## config.mk

```make
export PLATFORM = sky130hd
export DESIGN_NAME = exu_lsu_flat
export DESIGN_NICKNAME = d
export VERILOG_FILES = /design/src/rtl/exu_lsu_pkg.sv /design/src/rtl/exu_lsu_if.sv /design/src/rtl/exu_lsu_wdat_align.sv /design/src/rtl/exu_lsu.sv /design/src/flat_wrapper.sv
export SDC_FILE = /design/constraint.sdc
export NUM_CORES = 1
export LEC_CHECK = 0
export BUFFER_PORTS_ARGS = -buffer_cell sky130_fd_sc_hd__clkbuf_2
export CAP_MARGIN = 20
export CORE_ASPECT_RATIO = 1.75
export CORE_MARGIN = 10
export CORE_UTILIZATION = 35
export CTS_CLUSTER_DIAMETER = 50
export DETAILED_ROUTE_END_ITERATION = 8
export MAX_ROUTING_LAYER = met4
export PLACE_DENSITY = 0.61
export SYNTH_ARGS = -nofsm -noshare
export SYNTH_HDL_FRONTEND = slang
export SYNTH_SLANG_ARGS = --single-unit
```

## constraint.sdc

```tcl
create_clock -name clk -period 3.1 [get_ports clk]
set_clock_uncertainty 0.05 [all_clocks]
set_input_delay 0.155 -clock clk [delete_from_list [all_inputs] [get_ports clk]]
set_output_delay 0.155 -clock clk [all_outputs]
set_load 0.1 [all_outputs]
```

## src/rtl/exu_lsu_pkg.sv

```systemverilog
// Shared types and constants for the load/store responder.
package exu_lsu_pkg;

  localparam int LSU_TMO_W   = 8;
  localparam int LSU_TMO_CYC = 255;

  typedef enum logic [1:0] {
    ST_IDLE = 2'd0,
    ST_REQ  = 2'd1,
    ST_RSP  = 2'd2,
    ST_DONE = 2'd3
  } lsu_st_e;

  // Bus-side view of the accepted request, held for the whole transaction
  typedef struct packed {
    logic [31:0] adr;
    logic [31:0] wdat;
    logic [3:0]  be;
    logic        we;
    logic        ren;
  } lsu_req_t;

  function automatic logic [31:0] word_adr(input logic [31:0] a);
    return {a[31:2], 2'b00};
  endfunction

endpackage

```

## src/rtl/exu_lsu_if.sv

```systemverilog
// AGU-side handshake and data-bus bundles for exu_lsu.

// AGU <-> LSU: master is the AGU, slave is the LSU
interface exu_lsu_ag_if;
  logic        hs_ag4ls_val;
  logic        hs_ls4ag_rdy;
  logic [31:0] i_ls_adr;
  logic [31:0] i_ls_wdat;
  logic [3:0]  i_ls_wen;
  logic        i_ls_ren;
  logic [31:0] o_ls_rdat;
  logic        o_ls_err;

  modport master (
    output hs_ag4ls_val, i_ls_adr, i_ls_wdat, i_ls_wen, i_ls_ren,
    input  hs_ls4ag_rdy, o_ls_rdat, o_ls_err
  );
  modport slave (
    input  hs_ag4ls_val, i_ls_adr, i_ls_wdat, i_ls_wen, i_ls_ren,
    output hs_ls4ag_rdy, o_ls_rdat, o_ls_err
  );
endinterface

// LSU <-> data memory: master is the LSU, slave is the memory port
interface exu_lsu_bus_if;
  logic        o_bus_req;
  logic        i_bus_gnt;
  logic [31:0] o_bus_adr;
  logic        o_bus_we;
  logic [3:0]  o_bus_be;
  logic [31:0] o_bus_wdat;
  logic        i_bus_rvalid;
  logic [31:0] i_bus_rdat;
  logic        i_bus_err;

  modport master (
    output o_bus_req, o_bus_adr, o_bus_we, o_bus_be, o_bus_wdat,
    input  i_bus_gnt, i_bus_rvalid, i_bus_rdat, i_bus_err
  );
  modport slave (
    input  o_bus_req, o_bus_adr, o_bus_we, o_bus_be, o_bus_wdat,
    output i_bus_gnt, i_bus_rvalid, i_bus_rdat, i_bus_err
  );
endinterface

```

## src/rtl/exu_lsu_wdat_align.sv

```systemverilog
// Store-data lane shift: moves the unshifted byte/half/word up to the lanes
// selected by the low address bits; lanes below the offset are zero.
module lsu_wdat_align #(
  parameter int NUM_LANES = 4,
  parameter int VEC_W     = 8,
  localparam int SH_W     = $clog2(NUM_LANES)
) (
  input  logic [NUM_LANES*VEC_W-1:0]        wdat,
  input  logic [SH_W-1:0]                   sh,
  output logic [NUM_LANES-1:0][VEC_W-1:0]   wdat_al
);

  logic [NUM_LANES-1:0][VEC_W-1:0] src;
  assign src = wdat;

  // Each output lane takes source lane (lane - sh), or zero when that underflows
  for (genvar l = 0; l < NUM_LANES; l++) begin : g_lane
    localparam logic [SH_W-1:0] LN = SH_W'(l);
    logic [SH_W-1:0] src_idx;
    assign src_idx    = LN - sh;
    assign wdat_al[l] = (sh <= LN) ? src[src_idx] : '0;
  end

endmodule

```

## src/rtl/exu_lsu.sv

```systemverilog
// Load/store responder: one aligned AGU request at a time, turned into a
// single req/gnt + rvalid data-bus transaction, with a cycle-budget timeout.
module exu_lsu
  import exu_lsu_pkg::*;
#(
  parameter int TMO_CYC = LSU_TMO_CYC,
  parameter int TMO_W   = LSU_TMO_W
) (
  input  logic              clk,
  input  logic              rst_n,
  exu_lsu_ag_if.slave       ag,
  exu_lsu_bus_if.master     bus
);

  localparam logic [TMO_W-1:0] TMO_ONE = TMO_W'(1);
  localparam logic [TMO_W-1:0] TMO_LIM = TMO_W'(TMO_CYC);

  lsu_st_e          st_q, st_d;
  lsu_req_t         req_q, req_d;
  logic [31:0]      rdat_q, rdat_d;
  logic             err_q, err_d;
  logic [TMO_W-1:0] tmo_q, tmo_d, tmo_inc;
  logic [31:0]      wdat_al;
  logic             acc, tmo_hit;

  lsu_wdat_align #(.NUM_LANES(4), .VEC_W(8)) u_align (
    .wdat    (ag.i_ls_wdat),
    .sh      (ag.i_ls_adr[1:0]),
    .wdat_al (wdat_al)
  );

  assign acc     = ag.i_ls_ren | (|ag.i_ls_wen);
  assign tmo_inc = tmo_q + TMO_ONE;
  // Counter value after this cycle would equal the budget; a zero budget never fires
  assign tmo_hit = (TMO_CYC != 0) && (tmo_inc == TMO_LIM);

  // State, request, response and timeout registers
  always_ff @(posedge clk) begin
    if (!rst_n) begin
      st_q   <= ST_IDLE;
      req_q  <= '0;
      rdat_q <= '0;
      err_q  <= 1'b0;
      tmo_q  <= '0;
    end else begin
      st_q   <= st_d;
      req_q  <= req_d;
      rdat_q <= rdat_d;
      err_q  <= err_d;
      tmo_q  <= tmo_d;
    end
  end

  // Next-state: accept, request, wait for response, one-cycle completion
  always_comb begin
    st_d   = st_q;
    req_d  = req_q;
    rdat_d = rdat_q;
    err_d  = err_q;
    tmo_d  = tmo_q;
    case (st_q)
      ST_IDLE: begin
        if (ag.hs_ag4ls_val) begin
          rdat_d = '0;
          err_d  = 1'b0;
          if (acc) begin
            req_d.adr  = word_adr(ag.i_ls_adr);
            req_d.wdat = wdat_al;
            req_d.we   = |ag.i_ls_wen;
            req_d.be   = ag.i_ls_ren ? 4'b1111 : ag.i_ls_wen;
            req_d.ren  = ag.i_ls_ren;
            tmo_d      = '0;
            st_d       = ST_REQ;
          end else begin
            // Neither load nor store: complete without touching the bus
            st_d = ST_DONE;
          end
        end
      end
      ST_REQ: begin
        // rvalid is not meaningful before the grant
        tmo_d = tmo_inc;
        if (tmo_hit) begin
          rdat_d = '0;
          err_d  = 1'b1;
          st_d   = ST_DONE;
        end else if (bus.i_bus_gnt) begin
          st_d = ST_RSP;
        end
      end
      ST_RSP: begin
        tmo_d = tmo_inc;
        // A response in the timeout cycle still counts as a normal completion
        if (bus.i_bus_rvalid) begin
          rdat_d = req_q.ren ? bus.i_bus_rdat : '0;
          err_d  = bus.i_bus_err;
          st_d   = ST_DONE;
        end else if (tmo_hit) begin
          rdat_d = '0;
          err_d  = 1'b1;
          st_d   = ST_DONE;
        end
      end
      ST_DONE: st_d = ST_IDLE;
      default: st_d = ST_IDLE;
    endcase
  end

  assign ag.hs_ls4ag_rdy = (st_q == ST_DONE);
  assign ag.o_ls_rdat    = rdat_q;
  assign ag.o_ls_err     = err_q;

  assign bus.o_bus_req   = (st_q == ST_REQ);
  assign bus.o_bus_adr   = req_q.adr;
  assign bus.o_bus_we    = req_q.we;
  assign bus.o_bus_be    = req_q.be;
  assign bus.o_bus_wdat  = req_q.wdat;

  // A request is either a load or a store, never both
  a_ld_st_excl: assert property (@(posedge clk) disable iff (!rst_n)
    ag.hs_ag4ls_val |-> !(ag.i_ls_ren && (|ag.i_ls_wen)));

endmodule

```

## src/flat_wrapper.sv

```systemverilog
// flat-port wrapper written by rule: the top's interface ports become plain ports
module exu_lsu_flat import exu_lsu_pkg::*;
#(
  parameter int TMO_CYC = LSU_TMO_CYC,
  parameter int TMO_W   = LSU_TMO_W
)
  (clk, rst_n, ag_hs_ag4ls_val, ag_i_ls_adr, ag_i_ls_wdat, ag_i_ls_wen, ag_i_ls_ren, ag_hs_ls4ag_rdy, ag_o_ls_rdat, ag_o_ls_err, bus_o_bus_req, bus_o_bus_adr, bus_o_bus_we, bus_o_bus_be, bus_o_bus_wdat, bus_i_bus_gnt, bus_i_bus_rvalid, bus_i_bus_rdat, bus_i_bus_err);
  exu_lsu_ag_if ag_i ();
  exu_lsu_bus_if bus_i ();
  input  logic clk;
  input  logic rst_n;
  input wire logic [$bits(ag_i.hs_ag4ls_val)-1:0] ag_hs_ag4ls_val;
  input wire logic [$bits(ag_i.i_ls_adr)-1:0] ag_i_ls_adr;
  input wire logic [$bits(ag_i.i_ls_wdat)-1:0] ag_i_ls_wdat;
  input wire logic [$bits(ag_i.i_ls_wen)-1:0] ag_i_ls_wen;
  input wire logic [$bits(ag_i.i_ls_ren)-1:0] ag_i_ls_ren;
  output wire logic [$bits(ag_i.hs_ls4ag_rdy)-1:0] ag_hs_ls4ag_rdy;
  output wire logic [$bits(ag_i.o_ls_rdat)-1:0] ag_o_ls_rdat;
  output wire logic [$bits(ag_i.o_ls_err)-1:0] ag_o_ls_err;
  output wire logic [$bits(bus_i.o_bus_req)-1:0] bus_o_bus_req;
  output wire logic [$bits(bus_i.o_bus_adr)-1:0] bus_o_bus_adr;
  output wire logic [$bits(bus_i.o_bus_we)-1:0] bus_o_bus_we;
  output wire logic [$bits(bus_i.o_bus_be)-1:0] bus_o_bus_be;
  output wire logic [$bits(bus_i.o_bus_wdat)-1:0] bus_o_bus_wdat;
  input wire logic [$bits(bus_i.i_bus_gnt)-1:0] bus_i_bus_gnt;
  input wire logic [$bits(bus_i.i_bus_rvalid)-1:0] bus_i_bus_rvalid;
  input wire logic [$bits(bus_i.i_bus_rdat)-1:0] bus_i_bus_rdat;
  input wire logic [$bits(bus_i.i_bus_err)-1:0] bus_i_bus_err;
  assign ag_i.hs_ag4ls_val = ag_hs_ag4ls_val;
  assign ag_i.i_ls_adr = ag_i_ls_adr;
  assign ag_i.i_ls_wdat = ag_i_ls_wdat;
  assign ag_i.i_ls_wen = ag_i_ls_wen;
  assign ag_i.i_ls_ren = ag_i_ls_ren;
  assign ag_hs_ls4ag_rdy = ag_i.hs_ls4ag_rdy;
  assign ag_o_ls_rdat = ag_i.o_ls_rdat;
  assign ag_o_ls_err = ag_i.o_ls_err;
  assign bus_o_bus_req = bus_i.o_bus_req;
  assign bus_o_bus_adr = bus_i.o_bus_adr;
  assign bus_o_bus_we = bus_i.o_bus_we;
  assign bus_o_bus_be = bus_i.o_bus_be;
  assign bus_o_bus_wdat = bus_i.o_bus_wdat;
  assign bus_i.i_bus_gnt = bus_i_bus_gnt;
  assign bus_i.i_bus_rvalid = bus_i_bus_rvalid;
  assign bus_i.i_bus_rdat = bus_i_bus_rdat;
  assign bus_i.i_bus_err = bus_i_bus_err;
  exu_lsu #(.TMO_CYC(TMO_CYC), .TMO_W(TMO_W)) u_core (.clk(clk), .rst_n(rst_n), .ag(ag_i), .bus(bus_i));
endmodule
```

==> impl_metrics.csv <==
group,metric,value,unit
route,wl_per_cell,17.86,um
timing,rsz0062_at_grt,"false",
synthesis,synthFlopType,"dfxtp_1",
synthesis,ys_seq_area_frac,0.3661,
setup_path,startpoint_type,"register",
route,dr.first_iter.drc_count,208,
power_and_ir_drop,internal-power,2.720,mW
placed_design,place_inst,961,
finish,drive_gt1_frac,0.3910,
global_routing,met1_usage,0.1638,
route,ant_nets,0,
synthesis,ys_seq_elements,111,
power_and_ir_drop,finalPower,4.592,mW
synthesis,syn_inst,635,
power_and_ir_drop,switchingPower,1.872,mW
global_routing,antenna_found_initial,0,
power_and_ir_drop,p_seq_frac,0.347,
route,drc,0,
placed_design,dp_slack,686.1,ps
synthesis,synth_warnings,0,
clocking,h-tree-depth,3,
clocking,clock_path_buffers,2,
min_path,hp-start,"ag_i_ls_wen[2]",
power_and_ir_drop,switching_share,0.4077,
placed_design,routabilityCongestion,0.8635,
power_and_ir_drop,power_frac_clock,0.295,
floorplanning,core_area,17030,um2
finish,area_growth,21.15,%
min_path,min_to,"u_core.bus.o_bus_be[2]",
finish,antenna_cells,0,
clocking,cts_buffers,9,
min_path,hold_depth,3,
clocking,cts.sink_count,111,
global_routing,met2_usage,0.2781,
floorplanning,ios,211,
clocking,clock_latency,350,ps
finish,final_cell_mix,"clkbuf_2 (208), nand2_1 (111), dfxtp_1 (111)",
global_routing,top_usage_layer,"met2",
floorplanning,fp-row-count,63,
synthesis,syn_area,6070,um2
timing,finalSetupViolCount,0,
timing,finalSetupTns,0,ps
global_routing,grt_pass1_vias,5213,
route,wirelength,17980,um
timing,finalCritPeriodShare,0.7874,
clocking,cts_tree,"yes",
setup_path,crit_required,3310,ps
placed_design,hpwl,13290,um
timing,fmax,0.4097,GHz
setup_path,r2r_cells,6,
floorplanning,initial_core_util,0.3565,
finish,nNetsFinal,892,
global_routing,grt_pass1_wl,28630,um
setup_path,rr_endpoint,"u_core.ag.o_ls_rdat[1]",
timing,setup_slack,659.0,ps
power_and_ir_drop,power.leakage,3.020,nW
floorplanning,dieArea,23220,um2
min_path,hp-class,"primary input to register",
synthesis,async_flop_share,0,
global_routing,grt_util_all_layers,0.1563,
floorplanning,die-width,119.5,um
timing,layout_min_cycle_time,2441,ps
power_and_ir_drop,ir_drop,263.9,uV
setup_path,rrSetupSlack,660,ps
floorplanning,die_h,194.2,um
status,outcome,"complete, no violations",
route,routed-via-count,5074,
timing,worst_pin_slew,991.0,ps
setup_path,critical_path.max_fanout,32,
synthesis,ys_types,53,
power_and_ir_drop,power.density,624.5,nW/um2
finish,layout_commonest_cell,"clkbuf_2",
synthesis,syn_avg_cell_area,9.558,um2
setup_path,cp-end-kind,"register",
route,first_pass_iters,4,
flow_run,maxCapViolCount,0,
clocking,cts_setup_buffers,0,
setup_path,worstReg2RegStart,"u_core.st_q[1]",
global_routing,overflow,0,
synthesis,synth-edff-count,0,
clocking,cts_root_buf,"clkbuf_16",
global_routing,grt_max_degree,74,
placed_design,portBuffers,208,
route,via_per_inst,5.039,
timing,final_max_slew_viol_count,0,
global_routing,grtUsageMet3,0.02741,
clocking,cts.reportedPaths.clkPinSlew,70,ps
timing,finalHoldViolations,0,
timing,slew_headroom,0.3394,
finish,final_cell_count_no_fill,1007,
setup_path,cp.arrival,2650,ps
power_and_ir_drop,power_frac_comb,0.357,
setup_path,crit_type,"register to register",
## worst max-delay path by stage
stage / from / end
3_5_place_dp: u_core.st_q[1] / u_core.ag.o_ls_rdat[1]
4_1_cts: u_core.st_q[1] / u_core.ag.o_ls_rdat[1]
6_report: u_core.st_q[1] / u_core.ag.o_ls_rdat[1]
5_1_grt: u_core.st_q[1] / u_core.ag.o_ls_rdat[29]
2_1_floorplan: u_core.st_q[1] / u_core.ag.o_ls_rdat[10]
3_3_place_gp: u_core.st_q[0] / u_core.ag.o_ls_rdat[1]
## cell families (layout without fill, tap and decap cells)
logic type | after synthesis | count (layout) | synth area share
AOI/OAI and AO/OA | 168 | 168 | 0.2228
and+or+nand+nor | 184 | 184 | 0.1346
buffers and inverters | 127 | 271 | 0.1334
muxes | 33 | 33 | 0.1204
xor gates and xnor gates | 1 | 1 | 0.001443
adders and majority gates | 10 | 10 | 0.02061
other | 1 | 2 | 0.0006178
DFF | 111 | 111 | 0.3661
## sequential cells by signal (all words and copies together), names as in the netlist
register	cells
u_core.bus.o_bus_be	4
u_core.bus.o_bus_wdat	32
u_core.st_q	2
u_core.bus.o_bus_adr	30
u_core.bus.o_bus_we	1
u_core.ag.o_ls_rdat	32
u_core.ag.o_ls_err	1
u_core.tmo_q	8
u_core.req_q	1
## routing by layer
layer  up-vias  wire length [um]
met5         -                 0
met4         0               525
met3        24               692
met2       136              9865
met1      2427              6896
li1       2487                 -
## layout make-up
class,count,area (um2)
Tap cell,227,284.0
Sequential cell,111,2222
Multi-Input combinational cell,398,3049
Clock inverter,5,105.1
Inverter,9,36.28
Clock buffer,11,242.7
Fill cell,1747,9673
Timing Repair Buffer,246,1414
## power groups by stage
stage | registers (mW) | logic, mW | clock network [mW]
global route | 1.61 | 1.75 | 1.45
detailed placement | 1.63 | 1.62 | 0
finish | 1.59 | 1.64 | 1.36
floorplan | 1.63 | 1.43 | 0
CTS | 1.60 | 1.66 | 1.39
global placement | 1.63 | 1.62 | 0
## cells in the mapped netlist, types with 2 or more instances
| cell | number | area share |
|---|---|---|
| dfxtp_1 | 111 | 0.37 |
| nand2b_1 | 2 | 0.0021 |
| nand3b_1 | 8 | 0.0099 |
| clkbuf_1 | 22 | 0.014 |
| nor2b_1 | 3 | 0.0031 |
| o2bb2ai_1 | 2 | 0.0029 |
| nand3_1 | 25 | 0.021 |
| ha_1 | 10 | 0.021 |
| buf_4 | 75 | 0.093 |
| inv_1 | 8 | 0.0049 |
| o41ai_1 | 2 | 0.0029 |
| buf_2 | 10 | 0.0082 |
| o31ai_1 | 3 | 0.0037 |
| a211oi_1 | 6 | 0.0074 |
| nor2_1 | 20 | 0.012 |
| o2bb2ai_2 | 30 | 0.074 |
| a22oi_1 | 32 | 0.040 |
| buf_6 | 5 | 0.0093 |
| buf_1 | 5 | 0.0031 |
| nand2_1 | 111 | 0.069 |
| nor3_1 | 5 | 0.0041 |
| mux4_2 | 32 | 0.12 |
| a21oi_1 | 69 | 0.057 |
| a31oi_1 | 2 | 0.0021 |
| o21ai_1 | 8 | 0.0066 |
| o21ai_0 | 2 | 0.0016 |
## critical path, stage by stage (launching register included)
cell	delay, ps
dfxtp_1	420
inv_1	130
ha_1	480
o21ai_0	260
a2111oi_4	320
buf_4	500
o2bb2ai_1	170
## metrics by stage
| stage | utilization | instance area (um2) | hold slack, ps |
|---|---|---|---|
| floorplan | - | 6073 | 241.0 |
| global placement | 0.3938 | 6705 | 328.9 |
| detailed placement | 0.3938 | 6705 | 334.0 |
| CTS | 0.4319 | 7353 | 30.11 |
| global route | 0.4319 | 7353 | 42.17 |
| finish | 0.4319 | 7353 | 39.14 |
## repair_timing
| item | 4_1_cts | 5_1_grt |
|---|---|---|
| endpoints found under the hold margin | 30 | 0 |
| gates resized for setup | 0 | 0 |
| hold buffers | 30 | 0 |
Note: power is estimated with default switching activity, not from simulation.
